[src/rtl/cache_miss_sequencer.sv]
// Sequencer for one direct-mapped cache and its backing memory: lookup, in-order block fill
// on a miss, single-cycle response, and saturating hit/miss counters.
module cache_miss_sequencer #(
    parameter int unsigned ADDRESSL  = 15,
    parameter int unsigned WORD      = 32,
    parameter int unsigned BLOCKSIZE = 4
) (
    input  logic                clk,
    input  logic                rst,
    input  logic                req,
    input  logic [ADDRESSL-1:0] address,
    output logic                ready,
    output logic [WORD-1:0]     dataOut,
    output logic                busy,
    output logic                cRead,
    input  logic                cacheHit,
    input  logic [WORD-1:0]     cacheData,
    output logic                cWrite,
    output logic [ADDRESSL-1:0] cAddr,
    output logic [WORD-1:0]     cWrData,
    output logic                memRead,
    output logic [ADDRESSL-1:0] memAddr,
    input  logic [WORD-1:0]     memData,
    input  logic                memReady,
    output logic [ADDRESSL-1:0] numOfHits,
    output logic [ADDRESSL-1:0] numOfMisses
);
    localparam int unsigned OFFW = $clog2(BLOCKSIZE);

    typedef enum logic [1:0] {StIdle, StLookup, StFill, StRespond} state_e;

    state_e              state_q, state_d;
    logic [ADDRESSL-1:0] req_addr_q, req_addr_d;
    logic [OFFW-1:0]     cnt_q, cnt_d;
    logic [WORD-1:0]     data_q, data_d;
    logic [ADDRESSL-1:0] hits_q, hits_d;
    logic [ADDRESSL-1:0] misses_q, misses_d;

    assign memAddr     = {req_addr_q[ADDRESSL-1:OFFW], cnt_q};
    assign dataOut     = data_q;
    assign numOfHits   = hits_q;
    assign numOfMisses = misses_q;

    always_comb begin
        state_d    = state_q;
        req_addr_d = req_addr_q;
        cnt_d      = cnt_q;
        data_d     = data_q;
        hits_d     = hits_q;
        misses_d   = misses_q;
        ready      = 1'b0;
        busy       = (state_q != StIdle);
        cRead      = 1'b0;
        cWrite     = 1'b0;
        cAddr      = req_addr_q;
        cWrData    = '0;
        memRead    = 1'b0;

        unique case (state_q)
            StIdle: begin
                if (req) begin
                    req_addr_d = address;
                    state_d    = StLookup;
                end
            end
            StLookup: begin
                cRead = 1'b1;
                if (cacheHit) begin
                    data_d  = cacheData;
                    hits_d  = (hits_q == '1) ? hits_q : hits_q + ADDRESSL'(1);
                    state_d = StRespond;
                end else begin
                    misses_d = (misses_q == '1) ? misses_q : misses_q + ADDRESSL'(1);
                    cnt_d    = '0;
                    state_d  = StFill;
                end
            end
            StFill: begin
                memRead = 1'b1;
                cAddr   = memAddr;
                if (memReady) begin
                    cWrite  = 1'b1;
                    cWrData = memData;
                    if (cnt_q == req_addr_q[OFFW-1:0]) begin
                        data_d = memData;
                    end
                    // BLOCKSIZE is a power of two, so the last word index is all-ones.
                    if (cnt_q == '1) begin
                        state_d = StRespond;
                    end else begin
                        cnt_d = cnt_q + OFFW'(1);
                    end
                end
            end
            StRespond: begin
                ready   = 1'b1;
                state_d = StIdle;
            end
            default: state_d = StIdle;
        endcase
    end

    always_ff @(posedge clk) begin
        if (rst) begin
            state_q    <= StIdle;
            req_addr_q <= '0;
            cnt_q      <= '0;
            data_q     <= '0;
            hits_q     <= '0;
            misses_q   <= '0;
        end else begin
            state_q    <= state_d;
            req_addr_q <= req_addr_d;
            cnt_q      <= cnt_d;
            data_q     <= data_d;
            hits_q     <= hits_d;
            misses_q   <= misses_d;
        end
    end

endmodule
[config.mk]
export PLATFORM = sky130hd
export DESIGN_NAME = cache_miss_sequencer
export DESIGN_NICKNAME = d
export VERILOG_FILES = /design/src/rtl/cache_miss_sequencer.sv
export SDC_FILE = /design/constraint.sdc
export NUM_CORES = 1
export LEC_CHECK = 0
export ABC_AREA = 1
export BUFFER_PORTS_ARGS = -buffer_cell sky130_fd_sc_hd__buf_2
export CORE_MARGIN = 8
export CORE_UTILIZATION = 43
export CTS_CLUSTER_DIAMETER = 150
export DETAILED_ROUTE_END_ITERATION = 8
export GPL_TIMING_DRIVEN = 0
export PLACE_DENSITY = 0.85
export SYNTH_ARGS = -nofsm -noshare
export SYNTH_HDL_FRONTEND = slang
export SYNTH_SLANG_ARGS = --single-unit
[constraint.sdc]
create_clock -name clk -period 1.6 [get_ports clk]
set_input_delay 0.08 -clock clk [delete_from_list [all_inputs] [get_ports clk]]
set_output_delay 0.08 -clock clk [all_outputs]
set_load 0.005 [all_outputs]
==> impl_results.md <==
- Die outline area: 0.0144 sq mm
- Total non-filler cell area in the finished layout: 0.00698 sq mm
- Overall routing resource usage: 20.7%
- Via count of the first global-routing pass: 5033
- Effective utilization at floorplan: 43.5%
- Share of the yosys chip area belonging to registers: 34.9%
- Post-route fraction of the period consumed by the critical path: 98.2%
- Insertion delay of the later-clocked pin in the worst-skew pair: 0.35 ns
- Routed via count: 5381
- Post-synth design cell area: 0.00465 sq mm
- Register clock-pin slew on the reported worst setup and hold paths: 0.08 ns
- Worst setup EP type: output pin
- Global route total overflow: 0
- Leakage power: 3.47 nW
- Commonest cells after routing, fill and taps aside: sky130_fd_sc_hd__buf_2, sky130_fd_sc_hd__nand2_1, sky130_fd_sc_hd__nor2_1
- Time the final worst path needs with I/O delays and setup: 1.57 ns
- Final ANT Viol Nets: 0
- Proportion of layout cells with a drive suffix above 1: 41.2%
- Top-level I/O count: 213
- Number of DRC markers in iteration 0: 305
- Most common cell after layout, fill and taps aside: sky130_fd_sc_hd__buf_2
- RSZ-0062 raised after global routing: yes
- Final HPWL DP: 11.7 mm
- Core Footprint: 0.0107 sq mm
- X dimension of the die: 120 um
- Number of rows in the core area: 38
- Per-cell via count in the routed design: 4.90
- Wire length per cell after detailed routing: 15.1 um
- Initial antenna violation count: 1
- Nets@finish: 1045
- Startpoint-to-endpoint class of the critical path: reg2out
- Slew @ Worst Pin: 0.608 ns
- Total DRC errors in the routed layout: 0
- Hold Worst Slack: 0.00801 ns
- Area share of the leading cell type in the synthesized netlist: 34.9%
- Worst ir drop on vdd: 0.000679 V
- # clock sinks: 81
- Standard cell area after detailed placement: 0.00589 sq mm
- Type of the worst min-delay path: in2reg
- Maximum number of pins on one net before global-route repair: 16
- Category of the worst setup path launch point: register
- Final weighted congestion of routability-driven global placement: 0.895
- Syn_area_per_cell: 6.77 sq um
- Most frequently used flop master after synthesis: sky130_fd_sc_hd__dfxtp_1
- Number of max-cap violations: 0
- Fin util: 65.3%
- Filler cells: 965
- Power Total: 9.33 mW
- WL final: 16.6 mm
- Number of enable-type register cells in the synthesized netlist: 0
- Number of H-tree branching levels: 3
- Number of warnings printed during yosys synthesis: 0
- Setup Viol. Count Final: 0
- Max-slew headroom at the worst pin: 59.4%
- TritonCTS buffer count: 9
- Number of distinct library cell variants in the gate-level netlist after synthesis: 27
- Worst path required time: 1.52 ns
- 1st-pass router iterations: 4
- Summed negative setup slack over all endpoints: 0 ns
- Power density of the placed cells: 1340 mW/mm^2
- Area Overhead vs Synth: 50.2%
- Share of async-settable or async-resettable flops after synthesis: 0%
- Number of slew-limit violations in the final report: 0
- Upper clock frequency limit: 637 MHz
- Number of input and output port buffers inserted: 212
- Area contributors post-synth: sky130_fd_sc_hd__dfxtp_1, sky130_fd_sc_hd__nor2_1, sky130_fd_sc_hd__nand2_1
- Post-synthesis net count: 779
- Largest fanout on the critical path: 6
- Clock root buffer: sky130_fd_sc_hd__clkbuf_8
- Max clock buf depth: 2
- Status: completed
- Critical path data arrival time: 1.49 ns
- TritonCTS clock tree: built
- Final hold violations: 0
- Synthesized netlist cell count: 687
- Die Span Y: 120 um
- Wire length of the first global-routing pass: 24.7 mm
- Synth Register Bits: 81
- Cell taking the most area after synthesis: sky130_fd_sc_hd__dfxtp_1
- Clock Skews: 0.0156 ns
[stage by stage]
step	cells	worst slack, ns
after global routing	1098	-0.0542
after global placement	1039	-0.348
after CTS	1082	-0.00761
after detailed placement	1039	-0.346
final	1098	0.0290
after floorplan	687	0.00481
[flip-flops by register name, indices dropped and copies added (netlist names)]
signal and cells:
cnt_q 2, dataOut 32, numOfHits 15, numOfMisses 15, req_addr_q 15, state_q 2
[cells by family (layout without fill, tap and decap cells)]
logic type,Yosys count,count (layout),synth area share (%)
simple gates,350,353,31.7
buf+inv,123,390,13.2
compound gates,81,81,8.96
flops,81,81,34.9
mux,32,32,6.89
xor+xnor,12,12,2.26
fa+ha+maj,8,8,2.15
other cells,0,1,0
[report_power, final]
part / total, mW / switching, mW / leakage (nW) / internal, mW
Combinational: 5.14 / 2.65 / 2.72 / 2.49
Sequential: 2.85 / 0.329 / 0.668 / 2.52
Clock: 1.34 / 0.744 / 0.0802 / 0.592
[cells in the mapped netlist, types with 8 or more instances]
library cell,number
sky130_fd_sc_hd__nor2_1,135
sky130_fd_sc_hd__nand2_1,130
sky130_fd_sc_hd__dfxtp_1,81
sky130_fd_sc_hd__inv_1,62
sky130_fd_sc_hd__a21oi_1,57
sky130_fd_sc_hd__nand3_1,51
sky130_fd_sc_hd__buf_4,34
sky130_fd_sc_hd__mux2i_1,32
sky130_fd_sc_hd__o21ai_0,21
sky130_fd_sc_hd__clkbuf_1,14
sky130_fd_sc_hd__nand4_1,9
sky130_fd_sc_hd__ha_1,8
sky130_fd_sc_hd__nor2_2,8
sky130_fd_sc_hd__xor2_1,8
[worst max-delay path, stage by stage, from the launching register on]
cell                        delay [ns]
sky130_fd_sc_hd__dfxtp_4          0.36
sky130_fd_sc_hd__clkinv_4         0.06
sky130_fd_sc_hd__ha_4             0.24
sky130_fd_sc_hd__nand2_8          0.11
sky130_fd_sc_hd__clkbuf_16        0.19
sky130_fd_sc_hd__nor2_4           0.08
sky130_fd_sc_hd__buf_2            0.12
[layer usage]
metal / global-route usage [%] / vias to the layer above / routed length (um) / part of all wire, %
met5: 0 / - / 0 / 0
met4: 7.81 / 0 / 386 / 2.3
met3: 3.99 / 34 / 999 / 6.0
met2: 36.6 / 175 / 8390 / 51
met1: 24.2 / 2477 / 6810 / 41
li1: - / 2695 / - / -
[final timing paths]
kind,start,cells past startpoint,slack (ns),endpoint
worst max-delay path,state_q[0],6,0.03,cWrData[2]
worst min-delay path,address[4],3,0.008,req_addr_q[4]
worst max register to register,numOfMisses[0],8,0.03,numOfMisses[3]
worst min register to register,dataOut[29],2,0.48,dataOut[29]
[layout make-up]
cell class              instances  area (sq um)  share of cell area (%)
plain buffers                  57           508                    7.28
diodes                          1          2.50                  0.0358
clock inverters                 5          32.5                   0.466
multi-input cells             486          2760                    39.6
flip-flops and latches         81          1650                    23.6
repair buffers                253          1450                    20.8
repair inverters                1          7.51                   0.108
well taps                     140           175                    2.51
inverters                      64           251                    3.60
clock buffers                  10           138                    1.97
[timing repair]
action / 4_1_cts / 5_1_grt
buffers inserted: 10 / 12
resized for setup: 71 / 82
hold endpoints to repair: 15 / 0
pin swaps: 3 / 16
setup endpoints to repair: 107 / 96
hold buffers: 14 / 0
gates cloned: 5 / 4
Note: power is estimated with default switching activity, not from simulation.
